[config.mk]
export PLATFORM = sky130hd
export DESIGN_NAME = read_empty_ctrl
export DESIGN_NICKNAME = d
export VERILOG_FILES = /design/src/rtl/fifo_pkg.sv /design/src/rtl/fifo_out_reg.sv /design/src/rtl/read_empty_ctrl.sv
export SDC_FILE = /design/constraint.sdc
export NUM_CORES = 1
export LEC_CHECK = 0
export BUFFER_PORTS_ARGS = -buffer_cell sky130_fd_sc_hd__buf_2
export CORE_UTILIZATION = 41
export CTS_CLUSTER_SIZE = 12
export DETAILED_ROUTE_END_ITERATION = 8
export HOLD_SLACK_MARGIN = 0.08
export PLACE_DENSITY_LB_ADDON = 0.08
export SYNTH_ARGS = -nofsm -noshare
export SYNTH_HDL_FRONTEND = slang
export SYNTH_SLANG_ARGS = --single-unit
[constraint.sdc]
create_clock -name CLK -period 1.87 [get_ports CLK]
set_clock_uncertainty 0.15 [all_clocks]
set_input_delay 0.0935 -clock CLK [delete_from_list [all_inputs] [get_ports CLK]]
set_output_delay 0.0935 -clock CLK [all_outputs]
set_load 0.01 [all_outputs]
[src/rtl/fifo_pkg.sv]
// fifo_pkg: Gray/binary pointer helpers shared by both FIFO clock domains.
package fifo_pkg;
  localparam int ADDR_WIDTH_DEF = 3;
  localparam int PTR_W = ADDR_WIDTH_DEF + 1;
  localparam int MAX_W = 32;
  // Callers zero-extend into MAX_W bits and slice the result, so any width up to MAX_W works.
  function automatic logic [MAX_W-1:0] bin2gray(input logic [MAX_W-1:0] b);
    return b ^ (b >> 1);
  endfunction
  function automatic logic [MAX_W-1:0] gray2bin(input logic [MAX_W-1:0] g);
    logic [MAX_W-1:0] b;
    b[MAX_W-1] = g[MAX_W-1];
    for (int i = MAX_W - 2; i >= 0; i--) b[i] = b[i+1] ^ g[i];
    return b;
  endfunction
endpackage

[src/rtl/fifo_out_reg.sv]
// fifo_out_reg: first-word-fall-through VALID/READY output register with refill decision.
module fifo_out_reg #(
  parameter int DATA_WIDTH = 8
) (
  input  logic                  CLK,
  input  logic                  RST,
  input  logic                  empty_i,
  input  logic                  ready_i,
  input  logic [DATA_WIDTH-1:0] data_i,
  output logic                  load_o,
  output logic                  valid_o,
  output logic [DATA_WIDTH-1:0] data_o
);
  logic                  valid_q, valid_d;
  logic [DATA_WIDTH-1:0] data_q, data_d;
  always_comb begin
    load_o  = !empty_i && (!valid_q || ready_i);
    valid_d = load_o || (valid_q && !ready_i);
    data_d  = load_o ? data_i : data_q;
  end
  always_ff @(posedge CLK or negedge RST)
    if (!RST) begin
      valid_q <= 1'b0;
      data_q  <= '0;
    end else begin
      valid_q <= valid_d;
      data_q  <= data_d;
    end
  assign valid_o = valid_q;
  assign data_o  = data_q;
endmodule

[src/rtl/read_empty_ctrl.sv]
// read_empty_ctrl: async FIFO read side -- read pointer, EMPTY, fill level and FWFT output.
module read_empty_ctrl
  import fifo_pkg::*;
#(
  parameter int ADDR_WIDTH = 3,
  parameter int DATA_WIDTH = 8
) (
  input  logic                  CLK,
  input  logic                  RST,
  input  logic [ADDR_WIDTH:0]   W_PTR_SYNC,
  input  logic [DATA_WIDTH-1:0] MEM_RD_DATA,
  input  logic                  RD_READY,
  output logic [ADDR_WIDTH-1:0] R_ADDR,
  output logic                  MEM_R_EN,
  output logic [ADDR_WIDTH:0]   R_PTR,
  output logic                  EMPTY,
  output logic                  RD_VALID,
  output logic [DATA_WIDTH-1:0] RD_DATA,
  output logic [ADDR_WIDTH:0]   R_LEVEL
);
  localparam int PW = ADDR_WIDTH + 1;
  logic [PW-1:0] r_bin_q, r_bin_d, r_ptr_q, r_ptr_d, r_inc, w_bin;
  logic          load;
  always_comb begin
    r_inc   = r_bin_q + 1'b1;
    r_bin_d = load ? r_inc : r_bin_q;
    r_ptr_d = load ? PW'(bin2gray(MAX_W'(r_inc))) : r_ptr_q;
    w_bin   = PW'(gray2bin(MAX_W'(W_PTR_SYNC)));
  end
  // R_PTR crosses clock domains, so it comes straight from a flop.
  always_ff @(posedge CLK or negedge RST)
    if (!RST) begin
      r_bin_q <= '0;
      r_ptr_q <= '0;
    end else begin
      r_bin_q <= r_bin_d;
      r_ptr_q <= r_ptr_d;
    end
  fifo_out_reg #(.DATA_WIDTH(DATA_WIDTH)) u_out (
    .CLK     (CLK),
    .RST     (RST),
    .empty_i (EMPTY),
    .ready_i (RD_READY),
    .data_i  (MEM_RD_DATA),
    .load_o  (load),
    .valid_o (RD_VALID),
    .data_o  (RD_DATA)
  );
  assign EMPTY    = r_ptr_q == W_PTR_SYNC;
  assign MEM_R_EN = load;
  assign R_PTR    = r_ptr_q;
  assign R_ADDR   = r_bin_q[ADDR_WIDTH-1:0];
  assign R_LEVEL  = w_bin - r_bin_q;
endmodule

==> qor.txt, run 1 <==
CTS H-tree depth -> 1
Critical Path Start Type -> flop
Slew @ Worst Pin -> 0.354 ns
FF-to-FF path depth -> 6
Leading area contributor after synthesis -> dfrtp_1
Mapped Cells -> 69
Setup ws final -> -0.0221 ns
Starting Density -> 0.443
Syn avg cell area -> 12.7 µm²
Wirelength per Cell -> 11.4 µm
Via count -> 706
CP top delay family -> compound AO/OA/AOI/OAI gates
Number of global-route vias before repair -> 666
Synth Cell Area -> 878 µm²
Initial detailed-routing violation count -> 6
CTS tree -> done
Post-layout min period -> 1.89 ns
Worst r2r src -> R_PTR[3]
Slowest stage delay, CP -> 0.47 ns
Worst setup EP type -> primary output
Share of the synthesized area in the top cell type -> 0.456
Maximum clock rate -> 529 MHz
Sequential cell area fraction in the yosys report -> 0.456
Main combinational cell family by area after synthesis -> XOR/XNOR gates
Total GRT Usage -> 0.167
Routed wire length -> 1.83 mm
Synth Area in Compound Gates -> 0.0328
Slew HR -> 0.764
RePlAce Congestion -> 0.633
CTS buffer count -> 3
Max Buffers Root-to-Sink -> 2
PortBufs -> 36
Peak VDD IR -> 0.970 mV
Clock root cell -> clkbuf_4
Slew Limit Fails -> 0
Post-DP HPWL -> 1.17 mm
Synth-to-Final Area Change -> 59.7%
Synthesis-stage register bit count -> 16
First drt pass iteration count -> 4
Die height -> 48.3 µm
Final setup fails -> 1
Crit-path cells -> xor2_2 -> o41a_1 -> buf_12 -> buf_6
First-pass GRT wire length -> 2.68 mm
Slowest-stage cell, CP -> o41a_1
Critical Path RT -> 1.63 ns
Outcome -> finished, violations left
Boundary pin count -> 37
Yosys warns -> 0
Buf/Inv on CP -> 2
CTS clock-pin slew for the worst setup and hold paths -> 0.09 ns
RSZ-0062 raised after global routing -> yes
Mux cell area share after synthesis -> 0.158
Die area -> 2330 µm²
Most common cell after layout, fill and taps aside -> buf_2
Die X -> 48.3 µm
Leading post-synthesis cells by cell area -> dfrtp_1, mux2_2, xor2_1, xnor2_1, mux2_4
Post-Synth Simple-Gate Area -> 0.0427
Failing checks -> setup timing
Flop-to-flop setup slack -> 0.04 ns
Number of placement rows -> 16
CP arrival -> 1.65 ns
Total grt overflow -> 0
RR Endpoint -> R_PTR[3]
Layout net count -> 154
Period utilization -> 1.01
Drt drc -> 0
Distinct cells, synth -> 18
Hold Fails Final Rpt -> 0
Leakage power -> 0.696 nW
Worst Setup Path Type -> reg -> out
PD cells -> 1530 nW/µm²
Max Cap Viol -> 0
Largest net degree at the start of global routing -> 17
Initial antenna violation count -> 0
Core area -> 1980 µm²
Final core occ -> 0.708
Diode count -> 0
Min-delay worst type -> in -> async
Sinks on Clock Net -> 16
Synth Area in Adders -> 0.0798
Worst-skew pair later-pin latency -> 0.28 ns
Xor/xnor cell area share of the yosys netlist -> 0.170
Routed Antenna Nets -> 0
Share of cells above drive strength 1 -> 0.571
Critical Path Fanout Max -> 13
Syn_nets -> 89
Total negative slack -> -0.0221 ns
Via/cell ratio -> 4.41
Most frequent cells in the layout -> buf_2, dfrtp_1, buf_4, dlygate4sd3_1
[metal layers]
layer  share of wire  vias to the layer above  track usage
met5               0                        -            0
met3           0.040                        2       0.0111
li1                -                      354            -
met4          0.0082                        0       0.0833
met1            0.45                      327        0.210
met2            0.50                       23        0.288
[stage by stage]
step                      power (mW)  instances  instance area [µm²]  hold WS (ns)  setup slack, ns
after floorplan                 1.40         69                  887        -0.352           0.0383
after global placement          1.76        137                 1130        -0.126          -0.0381
after detailed placement        1.78        137                 1130        -0.126           -0.135
after CTS                       2.13        157                 1360         0.104          0.00102
after global routing            2.35        160                 1400         0.123           -0.138
final                           2.15        160                 1400         0.107          -0.0221
[Yosys cell counts, drive strengths merged]
| library cell | count |
|---|---|
| a21o | 1 |
| a21oi | 1 |
| buf | 2 |
| dfrtp | 16 |
| fa | 1 |
| ha | 4 |
| inv | 6 |
| mux2 | 11 |
| nand2 | 5 |
| nand2b | 1 |
| nand4 | 1 |
| nor4 | 1 |
| o21ai | 1 |
| o41a | 1 |
| xnor2 | 8 |
| xor2 | 9 |
[power breakdown]
group	total [mW]	leakage, nW	switching, mW	internal [mW]
logic	1.33	0.493	0.594	0.736
clock network	0.221	0.0210	0.103	0.118
registers	0.600	0.183	0.109	0.491
[flip-flops by register name, summed over array words and instances, names as in the netlist]
name and flops:
u_out.data_o 8, r_bin_q 3, u_out.valid_o 1, R_PTR 4
[how the worst max path moves through the flow]
| stage | endpoint | depth (start not counted) | slack (ns) | start |
|---|---|---|---|---|
| after global placement | R_LEVEL[3] | 10 | -0.04 | W_PTR_SYNC[3] |
| after CTS | R_LEVEL[3] | 10 | 0.001 | W_PTR_SYNC[3] |
| after global routing | R_LEVEL[3] | 10 | -0.14 | W_PTR_SYNC[3] |
| after floorplan | u_out.data_o[4] | 5 | 0.04 | R_PTR[2] |
| final | MEM_R_EN | 4 | -0.02 | R_PTR[3] |
| after detailed placement | R_LEVEL[3] | 10 | -0.13 | W_PTR_SYNC[3] |
[final cells by class]
type	count	area, µm²
Fill cell	144	579
Multi-Input combinational cell	45	464
Timing Repair Buffer	62	443
Sequential cell	16	403
Clock buffer	4	36.3
Tap cell	27	33.8
Inverter	6	22.5
[timing repair]
| item | CTS | global route |
|---|---|---|
| resized for setup | 10 | 6 |
| setup endpoints to repair | 4 | 5 |
| hold buffers | 10 | 0 |
| endpoints found under the hold margin | 25 | 0 |
| buffers inserted | 6 | 3 |
| pin swaps | 6 | 8 |
[logic make-up after synthesis]
| family | count (synthesis) |
|---|---|
| buffers and inverters | 8 |
| xor gates and xnor gates | 17 |
| adders and majority gates | 5 |
| DFF | 16 |
| and+or+nand+nor | 8 |
| muxes | 11 |
| AOI/OAI and AO/OA | 4 |
Power figures use the tool's default switching activity.
==> run 2, diff against run 1 <==
Settings changed: CTS_BUF_LIST from default to sky130_fd_sc_hd__clkbuf_16.
==> run 2 against run 1 <==
  * The run still ends with setup timing left
  * Highest routed layer unchanged
  * Combinational power fell by 4%
  * Design area rose by 1.9%
  * Largest cell class unchanged
  * Critical endpoint unchanged
  * Wire length rose by 0.38%
==> qor.txt, run 2 (synthesis results as in run 1) <==
RePlAce Congestion -> 0.633
Fin Hold WS -> 0.145 ns
Maximum clock rate -> 515 MHz
Critical Path Start Type -> flop
Slowest-stage cell, CP -> o41a_1
Clock root cell -> clkbuf_16
RSZ-0062 raised after global routing -> yes
Die height -> 48.3 µm
Peak VDD IR -> 1.13 mV
PD cells -> 1610 nW/µm²
Failing checks -> setup timing
Max reg flops -> 8
Routed Antenna Nets -> 0
CTS clock-pin slew for the worst setup and hold paths -> 0.05 ns
Worst Setup Path Type -> reg -> out
Post-layout min period -> 1.94 ns
Min-delay worst type -> in -> async
Slew @ Worst Pin -> 0.348 ns
Outcome -> finished, violations left
Routed wire length -> 1.84 mm
Final setup fails -> 6
Layout net count -> 151
Power share of the combinational group -> 0.555
Die X -> 48.3 µm
Flop-to-flop setup slack -> -0.02 ns
CTS H-tree depth -> 1
Most frequent cells in the layout -> buf_2, dfrtp_1, dlygate4sd3_1, buf_4
Critical Path RT -> 1.63 ns
Total GRT Usage -> 0.172
Pint -> 1.47 mW
Net switching power -> 827 µW
Drt drc -> 0
Setup ws final -> -0.0707 ns
Switching share of total power -> 0.360
Worst r2r src -> R_PTR[3]
Sequential share of power -> 0.266
Boundary pin count -> 37
Worst setup EP type -> primary output
Via/cell ratio -> 4.44
Crit-path cells -> xor2_2 -> o41a_1 -> buf_12 -> buf_2
Sinks on Clock Net -> 16
Diode count -> 0
Share of cells above drive strength 1 -> 0.538
Synth-to-Final Area Change -> 62.7%
Hold Fails Final Rpt -> 0
Wirelength per Cell -> 11.7 µm
PortBufs -> 36
Slew HR -> 0.768
Via count -> 697
Initial detailed-routing violation count -> 0
Starting Density -> 0.443
Dpl cell area -> 1130 µm²
Clk pwr share -> 0.179
Die area -> 2330 µm²
First drt pass iteration count -> 1
Period utilization -> 1.04
CP arrival -> 1.70 ns
Total negative slack -> -0.107 ns
Number of placement rows -> 16
Slowest stage delay, CP -> 0.51 ns
Number of global-route vias before repair -> 639
Largest net degree at the start of global routing -> 18
Post-DP HPWL -> 1.17 mm
Critical Path Fanout Max -> 8
Finished Cell Area -> 1430 µm²
Core area -> 1980 µm²
Max Cap Viol -> 0
First-pass GRT wire length -> 2.61 mm
Crit path from -> R_PTR[3]
FF-to-FF path depth -> 6
Slew Limit Fails -> 0
Worst-skew pair later-pin latency -> 0.25 ns
CTS tree -> done
Fill cells -> 140
CTS buffer count -> 3
Max Buffers Root-to-Sink -> 2
Leakage power -> 0.705 nW
Most common cell after layout, fill and taps aside -> buf_2
RR Endpoint -> R_PTR[3]
Total grt overflow -> 0
Initial antenna violation count -> 0
## run 2: cell types whose count changed in the layout (fill, tap and decap cells not counted)
cell,delta
inv_2,-1
buf_4,-4
clkbuf_8,-1
clkinv_1,+1
buf_2,+1
clkbuf_16,+4
dfrtp_1,+1
buf_8,-1
clkbuf_4,-3
dfrtp_2,-1
inv_1,+1
## run 2: worst max path at each step
stage | cells past startpoint | to
floorplan | 5 | u_out.data_o[4]
global placement | 10 | R_LEVEL[3]
detailed placement | 10 | R_LEVEL[3]
CTS | 10 | R_LEVEL[3]
global route | 10 | R_LEVEL[3]
finish | 4 | MEM_R_EN
## run 2: stage by stage
stage                     power, mW  instances  setup WS, ns   util
after global routing           2.50        157        -0.138  0.721
after floorplan                1.40         69        0.0383      -
after CTS                      2.25        153       0.00102  0.690
after detailed placement       1.78        137        -0.135  0.573
after global placement         1.76        137       -0.0381  0.573
final                          2.30        157       -0.0707  0.721
## run 2: timing repair
item                                   4_1_cts  5_1_grt
gates resized for setup                      7        5
hold buffers                                10        0
pin swaps                                    6       10
setup endpoints to repair                    3        4
cloned                                       0        1
buffers inserted                             2        3
endpoints found under the hold margin       25        0
## run 2: cell type report
cell class / instances / area (µm²) / area share
Multi-Input combinational cell: 45 / 464 / 0.325
Timing Repair Buffer: 59 / 428 / 0.299
Sequential cell: 16 / 402 / 0.281
Clock buffer: 3 / 75.1 / 0.0525
Tap cell: 27 / 33.8 / 0.0236
Inverter: 6 / 22.5 / 0.0158
Clock inverter: 1 / 3.75 / 0.00263
## run 2: worst max-delay path: cells and delay by family, from the launching register on
kind	cells	cell delay [ns]
buffers and inverters	2	0.31
XOR/XNOR	1	0.20
flip-flops	1	0.43
AO/OA/AOI/OAI	1	0.51
## run 2: per-layer routing
layer | track usage | vias to the layer above | part of all wire
li1 | - | 349 | -
met1 | 0.196 | 322 | 0.45
met2 | 0.280 | 22 | 0.49
met3 | 0.0556 | 4 | 0.040
met4 | 0.100 | 0 | 0.020
met5 | 0 | - | 0
## run 2: power groups by stage
| stage | combinational [mW] | sequential, mW | clock, mW |
|---|---|---|---|
| after floorplan | 0.707 | 0.689 | 0 |
| after global placement | 1.14 | 0.617 | 0 |
| after detailed placement | 1.16 | 0.622 | 0 |
| after CTS | 1.21 | 0.619 | 0.420 |
| after global routing | 1.43 | 0.633 | 0.437 |
| final | 1.28 | 0.610 | 0.412 |
==> run 3, diff against run 2 <==
Settings changed: CORE_UTILIZATION 41 to 40, SYNTH_HIERARCHICAL from default to 1.
==> run 3 against run 2 <==
  * The run now ends clean
  * Clock power about the same
  * Sequential cell count unchanged
  * Critical path depth increased by 4
  * Count of clock-buffer cells in the layout unchanged
  * Sequential power increased by 2%
  * Final cell count decreased by 4.5%
  * Design area decreased by 3.9%
  * Critical path type is now in -> out
  * Critical endpoint is now R_LEVEL[1]
==> qor.txt, run 3 <==
Via count -> 677
Via/cell ratio -> 4.51
Max reg flops -> 8
Worst-skew pair later-pin latency -> 0.24 ns
Leading post-synthesis cells by cell area -> dfrtp_1, mux2_2, xnor2_1, xor2_1, ha_1
Min-delay worst type -> in -> async
Post-DP HPWL -> 1.22 mm
Mapped Cells -> 68
Boundary pin count -> 37
Hold Fails Final Rpt -> 0
Syn_nets -> 88
Post-synth ARST share -> 1.00
Total grt overflow -> 0
Overall power -> 2.29 mW
Slowest-stage cell, CP -> fa_2
Synth Cell Area -> 860 µm²
Crit path from -> W_PTR_SYNC[2]
Most frequent cells in the layout -> buf_2, dfrtp_1, mux2_2, dlygate4sd3_1, xnor2_1
RSZ-0062 raised after global routing -> yes
Max Cap Viol -> 0
Slew @ Worst Pin -> 0.351 ns
Most common cell after layout, fill and taps aside -> buf_2
Wirelength per Cell -> 11.9 µm
Buf/Inv on CP -> 3
Total negative slack -> 0 ns
Final core occ -> 0.693
Main synth FF type -> dfrtp_1
Worst setup EP type -> primary output
RePlAce Congestion -> 0.774
Worst Setup Path Type -> in -> out
Final setup fails -> 0
CP top delay family -> adder cells
Placed cell count -> 132
Die height -> 48.4 µm
Fin Hold WS -> 0.142 ns
First drt pass iteration count -> 2
Sinks on Clock Net -> 16
Most instantiated library cell after synthesis -> dfrtp_1
Outcome -> completed
CTS H-tree depth -> 1
Share of cells above drive strength 1 -> 0.561
Drt drc -> 0
Dpl cell area -> 1120 µm²
Starting Density -> 0.434
Routed Antenna Nets -> 0
Die area -> 2340 µm²
Maximum clock rate -> 544 MHz
Die X -> 48.4 µm
Number of global-route vias before repair -> 659
Period utilization -> 0.983
Slew HR -> 0.766
Largest net degree at the start of global routing -> 18
Post-synth EDFFs -> 0
Critical Path Start Type -> input port
Fill cells -> 160
Synthesis-stage register bit count -> 16
Synth-to-Final Area Change -> 59.7%
Initial antenna violation count -> 0
Slowest stage delay, CP -> 0.54 ns
Clock root cell -> clkbuf_16
Leading area contributor after synthesis -> dfrtp_1
Final std cells w/o fill -> 150
Finished Cell Area -> 1370 µm²
Routed wire length -> 1.78 mm
Slew Limit Fails -> 0
Layout net count -> 144
CTS tree -> done
Number of placement rows -> 16
Share of the synthesized area in the top cell type -> 0.466
Critical Path RT -> 1.63 ns
PortBufs -> 36
Peak VDD IR -> 1.04 mV
CTS buffer count -> 3
Post-layout min period -> 1.84 ns
PD cells -> 1670 nW/µm²
Leakage power -> 0.644 nW
Core area -> 1980 µm²
Critical Path Fanout Max -> 2
CTS clock-pin slew for the worst setup and hold paths -> 0.05 ns
CP arrival -> 1.59 ns
Max Buffers Root-to-Sink -> 2
Crit-path cells -> buf_8 -> xor2_4 -> xnor2_2 -> xor2_1 -> ha_2 -> fa_2 -> inv_2 -> buf_6
Top post-synthesis cells by count -> dfrtp_1, mux2_2, xnor2_1
Setup ws final -> 0.0319 ns
Syn avg cell area -> 12.6 µm²
Diode count -> 0
Total GRT Usage -> 0.174
DP Worst Slack -> 0.0182 ns
Yosys warns -> 6
First-pass GRT wire length -> 2.98 mm
Initial detailed-routing violation count -> 5
Sequential cell area fraction in the yosys report -> 0.466
Distinct cells, synth -> 17
Worst r2r src -> r_bin_q[0]
-- run 3: cell count changes after synthesis, sizes merged, moves of 2 or more --
| cell | previous run | this run |
|---|---|---|
| xor2 | 9 | 7 |
| nand2 | 5 | 3 |
| xnor2 | 8 | 10 |
| o21ai | 1 | 3 |
| buf | 2 | 0 |
-- run 3: area by class of cell --
| class | count | area [µm²] | share of cell area |
|---|---|---|---|
| well taps | 27 | 33.8 | 0.0246 |
| clock inverters | 1 | 3.75 | 0.00273 |
| repair buffers | 52 | 360 | 0.263 |
| flip-flops and latches | 16 | 405 | 0.295 |
| multi-input cells | 44 | 468 | 0.341 |
| inverters | 7 | 26.3 | 0.0191 |
| clock buffers | 3 | 75.1 | 0.0547 |
-- run 3: logic make-up (layout without fill, tap and decap cells) --
kind of cell / after synthesis / in the layout / synth area share
xor+xnor: 17 / 17 / 0.191
simple gates: 5 / 5 / 0.0277
fa+ha+maj: 5 / 5 / 0.0815
buf+inv: 8 / 63 / 0.0349
flops: 16 / 16 / 0.466
mux: 11 / 11 / 0.144
compound gates: 6 / 6 / 0.0553
-- run 3: timing repair --
item,CTS,global route
endpoints found under the setup margin,3,4
hold buffers,10,0
endpoints found under the hold margin,25,0
pin swaps,0,6
resized for setup,3,13
setup buffers,1,3
-- run 3: metal layers --
metal / wire [µm] / track usage / vias to the layer above
li1: - / - / 332
met1: 794 / 0.203 / 320
met2: 847 / 0.272 / 20
met3: 93 / 0.0566 / 5
met4: 48 / 0.118 / 0
met5: 0 / 0 / -
-- run 3: power breakdown --
| part | total [mW] | switching [mW] | internal, mW |
|---|---|---|---|
| clock network | 0.410 | 0.127 | 0.283 |
| registers | 0.622 | 0.125 | 0.497 |
| logic | 1.26 | 0.583 | 0.677 |
| total | 2.29 | 0.834 | 1.46 |
-- run 3: worst paths after layout --
kind                       cells after the start  slack, ns               to
max                                            8       0.03       R_LEVEL[1]
min                                            2       0.14       r_bin_q[0]
max reg2reg                                    5       0.15         R_PTR[1]
min reg2reg                                    1       0.35  u_out/data_o[4]
max in group asynchronous                      2       1.15       r_bin_q[2]
min in group CLK                               4       0.21    u_out/valid_o
